$ cat src/rtl/conv_stream_loader_pkg.sv
// Shared configuration for the convolution stream loader: field widths,
// word-counter width and the controller state encoding.
package conv_stream_loader_pkg;

  localparam int DATA_WIDTH       = 8;
  localparam int TENSOR_SIZE      = 8;
  localparam int KERNEL_SIZE      = 4;
  localparam int CHANNELS_SIZE    = 8;
  localparam int KERNEL_NUMS_SIZE = 8;
  localparam int CNT_W            = 32;

  typedef enum logic [2:0] {
    IDLE   = 3'd0,
    CALC   = 3'd1,
    LOAD_W = 3'd2,
    LOAD_I = 3'd3,
    LAUNCH = 3'd4,
    RUN    = 3'd5
  } state_t;

endpackage

$ cat src/rtl/conv_stream_loader_stream_len_gate.sv
// Beat counter shared by the weight and ifmap loads: flags the final beat
// of the current segment and classifies s_last as early or missing.
module stream_len_gate
  import conv_stream_loader_pkg::*;
(
  input  logic             clk,
  input  logic             rst,
  input  logic             active,
  input  logic             final_phase,
  input  logic             beat,
  input  logic             s_last,
  input  logic [CNT_W-1:0] len,
  output logic             is_last,
  output logic             final_beat,
  output logic             early_last,
  output logic             missing_last
);

  logic [CNT_W-1:0] cnt_reg;

  assign is_last    = active && (cnt_reg == len - CNT_W'(1));
  assign final_beat = beat && is_last;
  // s_last is only legal on the final beat of the final (ifmap) segment.
  assign early_last   = beat && s_last && !(final_phase && is_last);
  assign missing_last = beat && final_phase && is_last && !s_last;

  always_ff @(posedge clk) begin
    if (rst || !active) begin
      cnt_reg <= '0;
    end else if (beat) begin
      cnt_reg <= is_last ? '0 : cnt_reg + CNT_W'(1);
    end
  end

endmodule

$ cat src/rtl/conv_stream_loader.sv
// Splits one weights-then-ifmap AXI-Stream into the two buffer write streams
// and launches the accelerator once both loads complete.
module conv_stream_loader
  import conv_stream_loader_pkg::*;
(
  input  logic                        clk,
  input  logic                        rst,
  input  logic                        start,
  input  logic [TENSOR_SIZE-1:0]      cfg_tensor_size,
  input  logic [KERNEL_SIZE-1:0]      cfg_kernel_size,
  input  logic [CHANNELS_SIZE-1:0]    cfg_channels,
  input  logic [KERNEL_NUMS_SIZE-1:0] cfg_kernel_nums,
  input  logic [DATA_WIDTH-1:0]       s_data,
  input  logic                        s_valid,
  input  logic                        s_last,
  output logic                        s_ready,
  output logic [DATA_WIDTH-1:0]       weight_w_data,
  output logic                        weight_w_valid,
  output logic                        weight_w_last,
  input  logic                        weight_w_ready,
  output logic [DATA_WIDTH-1:0]       ifmap_w_data,
  output logic                        ifmap_w_valid,
  output logic                        ifmap_w_last,
  input  logic                        ifmap_w_ready,
  output logic                        conv_en,
  input  logic                        w_done,
  output logic                        busy,
  output logic                        err_len
);

  state_t                      state_reg, state_next;
  logic                        calc_step_reg;
  logic [TENSOR_SIZE-1:0]      t_reg;
  logic [KERNEL_SIZE-1:0]      k_reg;
  logic [CHANNELS_SIZE-1:0]    c_reg;
  logic [KERNEL_NUMS_SIZE-1:0] n_reg;
  logic [CNT_W-1:0]            kk_reg, tt_reg, nw_reg, ni_reg;
  logic [CNT_W-1:0]            nw_next, ni_next, len;
  logic                        err_len_reg;
  logic                        in_w, in_i, beat;
  logic                        is_last, final_beat, early_last, missing_last;

  assign nw_next = kk_reg * CNT_W'(c_reg) * CNT_W'(n_reg);
  assign ni_next = tt_reg * CNT_W'(c_reg);

  assign in_w = (state_reg == LOAD_W);
  assign in_i = (state_reg == LOAD_I);
  assign len  = in_i ? ni_reg : nw_reg;

  // Zero-latency pass-through: upstream sees the selected buffer's ready.
  assign s_ready        = (in_w && weight_w_ready) || (in_i && ifmap_w_ready);
  assign beat           = s_valid && s_ready;
  assign weight_w_data  = s_data;
  assign ifmap_w_data   = s_data;
  assign weight_w_valid = in_w && s_valid;
  assign ifmap_w_valid  = in_i && s_valid;
  assign weight_w_last  = in_w && is_last;
  assign ifmap_w_last   = in_i && is_last;
  assign busy           = (state_reg != IDLE);
  assign err_len        = err_len_reg;

  stream_len_gate u_gate (
    .clk          (clk),
    .rst          (rst),
    .active       (in_w || in_i),
    .final_phase  (in_i),
    .beat         (beat),
    .s_last       (s_last),
    .len          (len),
    .is_last      (is_last),
    .final_beat   (final_beat),
    .early_last   (early_last),
    .missing_last (missing_last)
  );

  always_comb begin
    state_next = state_reg;
    conv_en    = 1'b0;
    case (state_reg)
      IDLE:   if (start) state_next = CALC;
      CALC: begin
        if (calc_step_reg) begin
          state_next = (nw_next == '0 || ni_next == '0) ? IDLE : LOAD_W;
        end
      end
      LOAD_W: begin
        if (early_last)      state_next = IDLE;
        else if (final_beat) state_next = LOAD_I;
      end
      LOAD_I: begin
        if (early_last)      state_next = IDLE;
        else if (final_beat) state_next = LAUNCH;
      end
      LAUNCH: begin
        conv_en    = 1'b1;
        state_next = RUN;
      end
      RUN:     if (w_done) state_next = IDLE;
      default: state_next = IDLE;
    endcase
  end

  always_ff @(posedge clk) begin
    if (rst) begin
      state_reg     <= IDLE;
      calc_step_reg <= 1'b0;
      t_reg         <= '0;
      k_reg         <= '0;
      c_reg         <= '0;
      n_reg         <= '0;
      kk_reg        <= '0;
      tt_reg        <= '0;
      nw_reg        <= '0;
      ni_reg        <= '0;
      err_len_reg   <= 1'b0;
    end else begin
      state_reg <= state_next;
      case (state_reg)
        IDLE: begin
          if (start) begin
            t_reg         <= cfg_tensor_size;
            k_reg         <= cfg_kernel_size;
            c_reg         <= cfg_channels;
            n_reg         <= cfg_kernel_nums;
            err_len_reg   <= 1'b0;
            calc_step_reg <= 1'b0;
          end
        end
        CALC: begin
          if (!calc_step_reg) begin
            kk_reg        <= CNT_W'(k_reg) * CNT_W'(k_reg);
            tt_reg        <= CNT_W'(t_reg) * CNT_W'(t_reg);
            calc_step_reg <= 1'b1;
          end else begin
            nw_reg        <= nw_next;
            ni_reg        <= ni_next;
            calc_step_reg <= 1'b0;
            if (nw_next == '0 || ni_next == '0) err_len_reg <= 1'b1;
          end
        end
        LOAD_W, LOAD_I: begin
          if (early_last || missing_last) err_len_reg <= 1'b1;
        end
        default: ;
      endcase
    end
  end

endmodule

$ cat config.mk
export PLATFORM = sky130hd
export DESIGN_NAME = conv_stream_loader
export DESIGN_NICKNAME = d
export VERILOG_FILES = /design/src/rtl/conv_stream_loader_pkg.sv /design/src/rtl/conv_stream_loader_stream_len_gate.sv /design/src/rtl/conv_stream_loader.sv
export SDC_FILE = /design/constraint.sdc
export NUM_CORES = 1
export LEC_CHECK = 0
export ABC_AREA = 1
export CORE_UTILIZATION = 28
export DETAILED_ROUTE_END_ITERATION = 12
export PLACE_DENSITY_LB_ADDON = 0.1
export SETUP_SLACK_MARGIN = 0.4
export SLEW_MARGIN = 25
export SYNTH_ARGS = -nofsm -noshare
export SYNTH_HDL_FRONTEND = slang
export SYNTH_HIERARCHICAL = 1
export SYNTH_SLANG_ARGS = --single-unit
$ cat constraint.sdc
create_clock -name clk -period 8.3 [get_ports clk]
set_input_delay 0.83 -clock clk [delete_from_list [all_inputs] [get_ports clk]]
set_output_delay 0.83 -clock clk [all_outputs]
set_load 0.02 [all_outputs]
==> reports/metrics.yaml <==
floorplan:
  ios: 68
  die_h_um: 270
  core_um2: 70500
  die_x_um: 270
  rows: 97
  dieArea_um2: 72800
  start_util: 0.285
finish:
  layout-drive-gt1-share: 0.0870
  area_growth_pct: 12.3
  final_util: 0.320
  layout_commonest_cell: "nand2_1"
  postLayoutCellArea_um2: 22600
  n_antenna_cell: 0
  layout_common_cells: "nand2_1 (745), inv_1 (640), nor2_1 (315)"
  largest_register_ff_count: 32
  fin_nets: 3445
sta:
  tightest_slew_ns: 0.963
  finalClockSkew_ns: 0.0108
  slew_headroom: 0.357
  hold_violations: 0
  period_share: 0.941
  final_max_slew_viol_count: 0
  fmax_ghz: 0.128
  setup_ws_ns: 0.490
  finalSetupViolations: 0
  rsz0062_at_grt: "yes"
  period_minus_slack_ns: 7.81
drt:
  drc: 0
  drt-initial-drc-count: 957
  wl_per_cell_um: 15.3
  via_per_inst: 4.45
  drt_pass1_iterations: 5
  totalWireLength_um: 60600
  via_count: 17680
  ant_nets: 0
setup_path:
  cp.arrival_ns: 8.16
  crit_top_cell: "fa_1"
  worst_path_max_delay_cell: "fa_1"
  startpoint_type: "flip-flop"
  crit_required_ns: 8.65
  endpoint_kind: "flip-flop"
  slowest_delay_ns: 0.55
  crit_path_max_fanout: 7
  r2r_slack_ns: 0.49
  critical_path_class: "reg -> reg"
cts:
  ctsHoldBuffers: 0
  cts_max_level: 4
  clk_latency_ns: 0.47
  cts_buffers: 17
  cts_tree: "yes"
  cts.clk_slew.worst_paths_ns: 0.07
  clock_sinks: 135
  clock-root-buffer: "clkbuf_16"
  cts_buffer_depth: 2
global_routing:
  grt_max_degree: 65
  grt_pass1_wl_um: 99700
  grt.overflow.total: 0
  grt_antenna_before_repair: 0
  grt_pass1_vias: 18478
  track_usage: 0.173
synthesis:
  synth_edf_count: 0
  ys_ff_latch: 135
  synthCells: 2988
  async_flop_share: 0
  synthSimpleGateAreaFrac: 0.287
  synthTopCellsByArea: "fa_1 (22%), nand2_1 (14%), dfxtp_1 (13%)"
  synth.avg_cell_area_um2: 6.73
  synthFlopType: "dfxtp_1"
  synth_top_family_by_area: "adder cells"
  yosys.area_share.xor_xnor: 0.0356
  synth-compound-area-share: 0.0730
  yosysUniqueCellTypes: 50
  muxShareOfSynthArea: 0
  synth_area_um2: 20100
  yosysTopAreaCellShare: 0.217
  synthAdderAreaFrac: 0.318
  yosys_warnings: 6
  seq_area_frac_synth: 0.134
  synth_top_area_cell: "fa_1"
placement:
  hpwl_um: 50300
  placed_cell_area_um2: 21600
  gp_congestion: 0.869
  port_buffers: 43
  dpl_worst_slack_ns: 0.0310
pwr:
  finalPower_w: 0.00511
  vdd_drop_max_mv: 0.157
  p_leak_nw: 12.4
  p_per_area_nw_per_um2: 227
outcome:
  status: "finished, final reports clean"
min_path:
  hold_path.class: "reg -> reg"
run:
  maxCapViolCount: 0
## cell families (layout without fill, tap and decap cells)
| family | count (synthesis) | after routing |
|---|---|---|
| other | 1 | 28 |
| buffers and inverters | 780 | 798 |
| xor gates and xnor gates | 80 | 80 |
| adders and majority gates | 380 | 380 |
| AOI/OAI and AO/OA | 263 | 263 |
| and+or+nand+nor | 1349 | 1349 |
| DFF | 135 | 135 |
## cell usage after synthesis (all sizes together) (35+ instances only)
| cell | instances |
|---|---|
| clkbuf | 74 |
| a21oi | 94 |
| buf | 35 |
| fa | 218 |
| ha | 162 |
| nor2 | 361 |
| nand2 | 786 |
| xor2 | 49 |
| inv | 666 |
| dfxtp | 135 |
| o21ai | 119 |
| nand3 | 110 |
## where the power goes
| group | switching, W | leakage, nW | internal (W) |
|---|---|---|---|
| logic | 0.00216 | 11.0 | 0.00116 |
| registers | 0.000245 | 1.10 | 0.000769 |
| clock network | 0.000340 | 0.282 | 0.000439 |
| total | 0.00274 | 12.4 | 0.00237 |
## metal layers
metal,share of wire,GRT usage,vias to the layer above
met3,0.024,0.0217,43
met5,0,0,-
li1,-,-,8994
met2,0.46,0.289,199
met4,0.013,0.0386,0
met1,0.50,0.237,8444
## worst paths after layout
check | start | endpoint | cells past startpoint
worst max-delay path | c_reg[3] | state_reg[1] | 39
worst min-delay path | nw_reg[2] | nw_reg[2] | 2
worst max register to register | c_reg[3] | state_reg[1] | 39
worst min register to register | nw_reg[2] | nw_reg[2] | 2
## area by class of cell
type / count / area (um^2)
Multi-Input combinational cell: 2100 / 14700
Sequential cell: 135 / 2740
Tap cell: 940 / 1180
Clock buffer: 20 / 467
Inverter: 671 / 2520
Clock inverter: 11 / 114
Timing Repair Buffer: 96 / 832
Fill cell: 7786 / 47900
## critical path, delay by kind of cell, from the launching register on
| kind | cells | cell delay, ns |
|---|---|---|
| DFF | 1 | 0.39 |
| AOI/OAI and AO/OA | 5 | 0.61 |
| adders and majority gates | 10 | 4.68 |
| and+or+nand+nor | 16 | 1.46 |
| xor gates and xnor gates | 1 | 0.21 |
| buffers and inverters | 7 | 0.33 |
## per-stage QoR
step	hold WS (ns)	TNS (ns)	cells
2_1_floorplan	0.444	0	3015
3_3_place_gp	0.463	0	3925
3_5_place_dp	0.463	0	3925
4_1_cts	0.473	0	3965
5_1_grt	0.494	-0.0269	3973
6_report	0.470	0	3973
## what timing repair did
action                                  4_1_cts  5_1_grt
endpoints found under the setup margin        5        7
setup buffers                                 9        8
pin swaps                                    34       55
gates resized for setup                      50       41
Power figures use the tool's default switching activity.
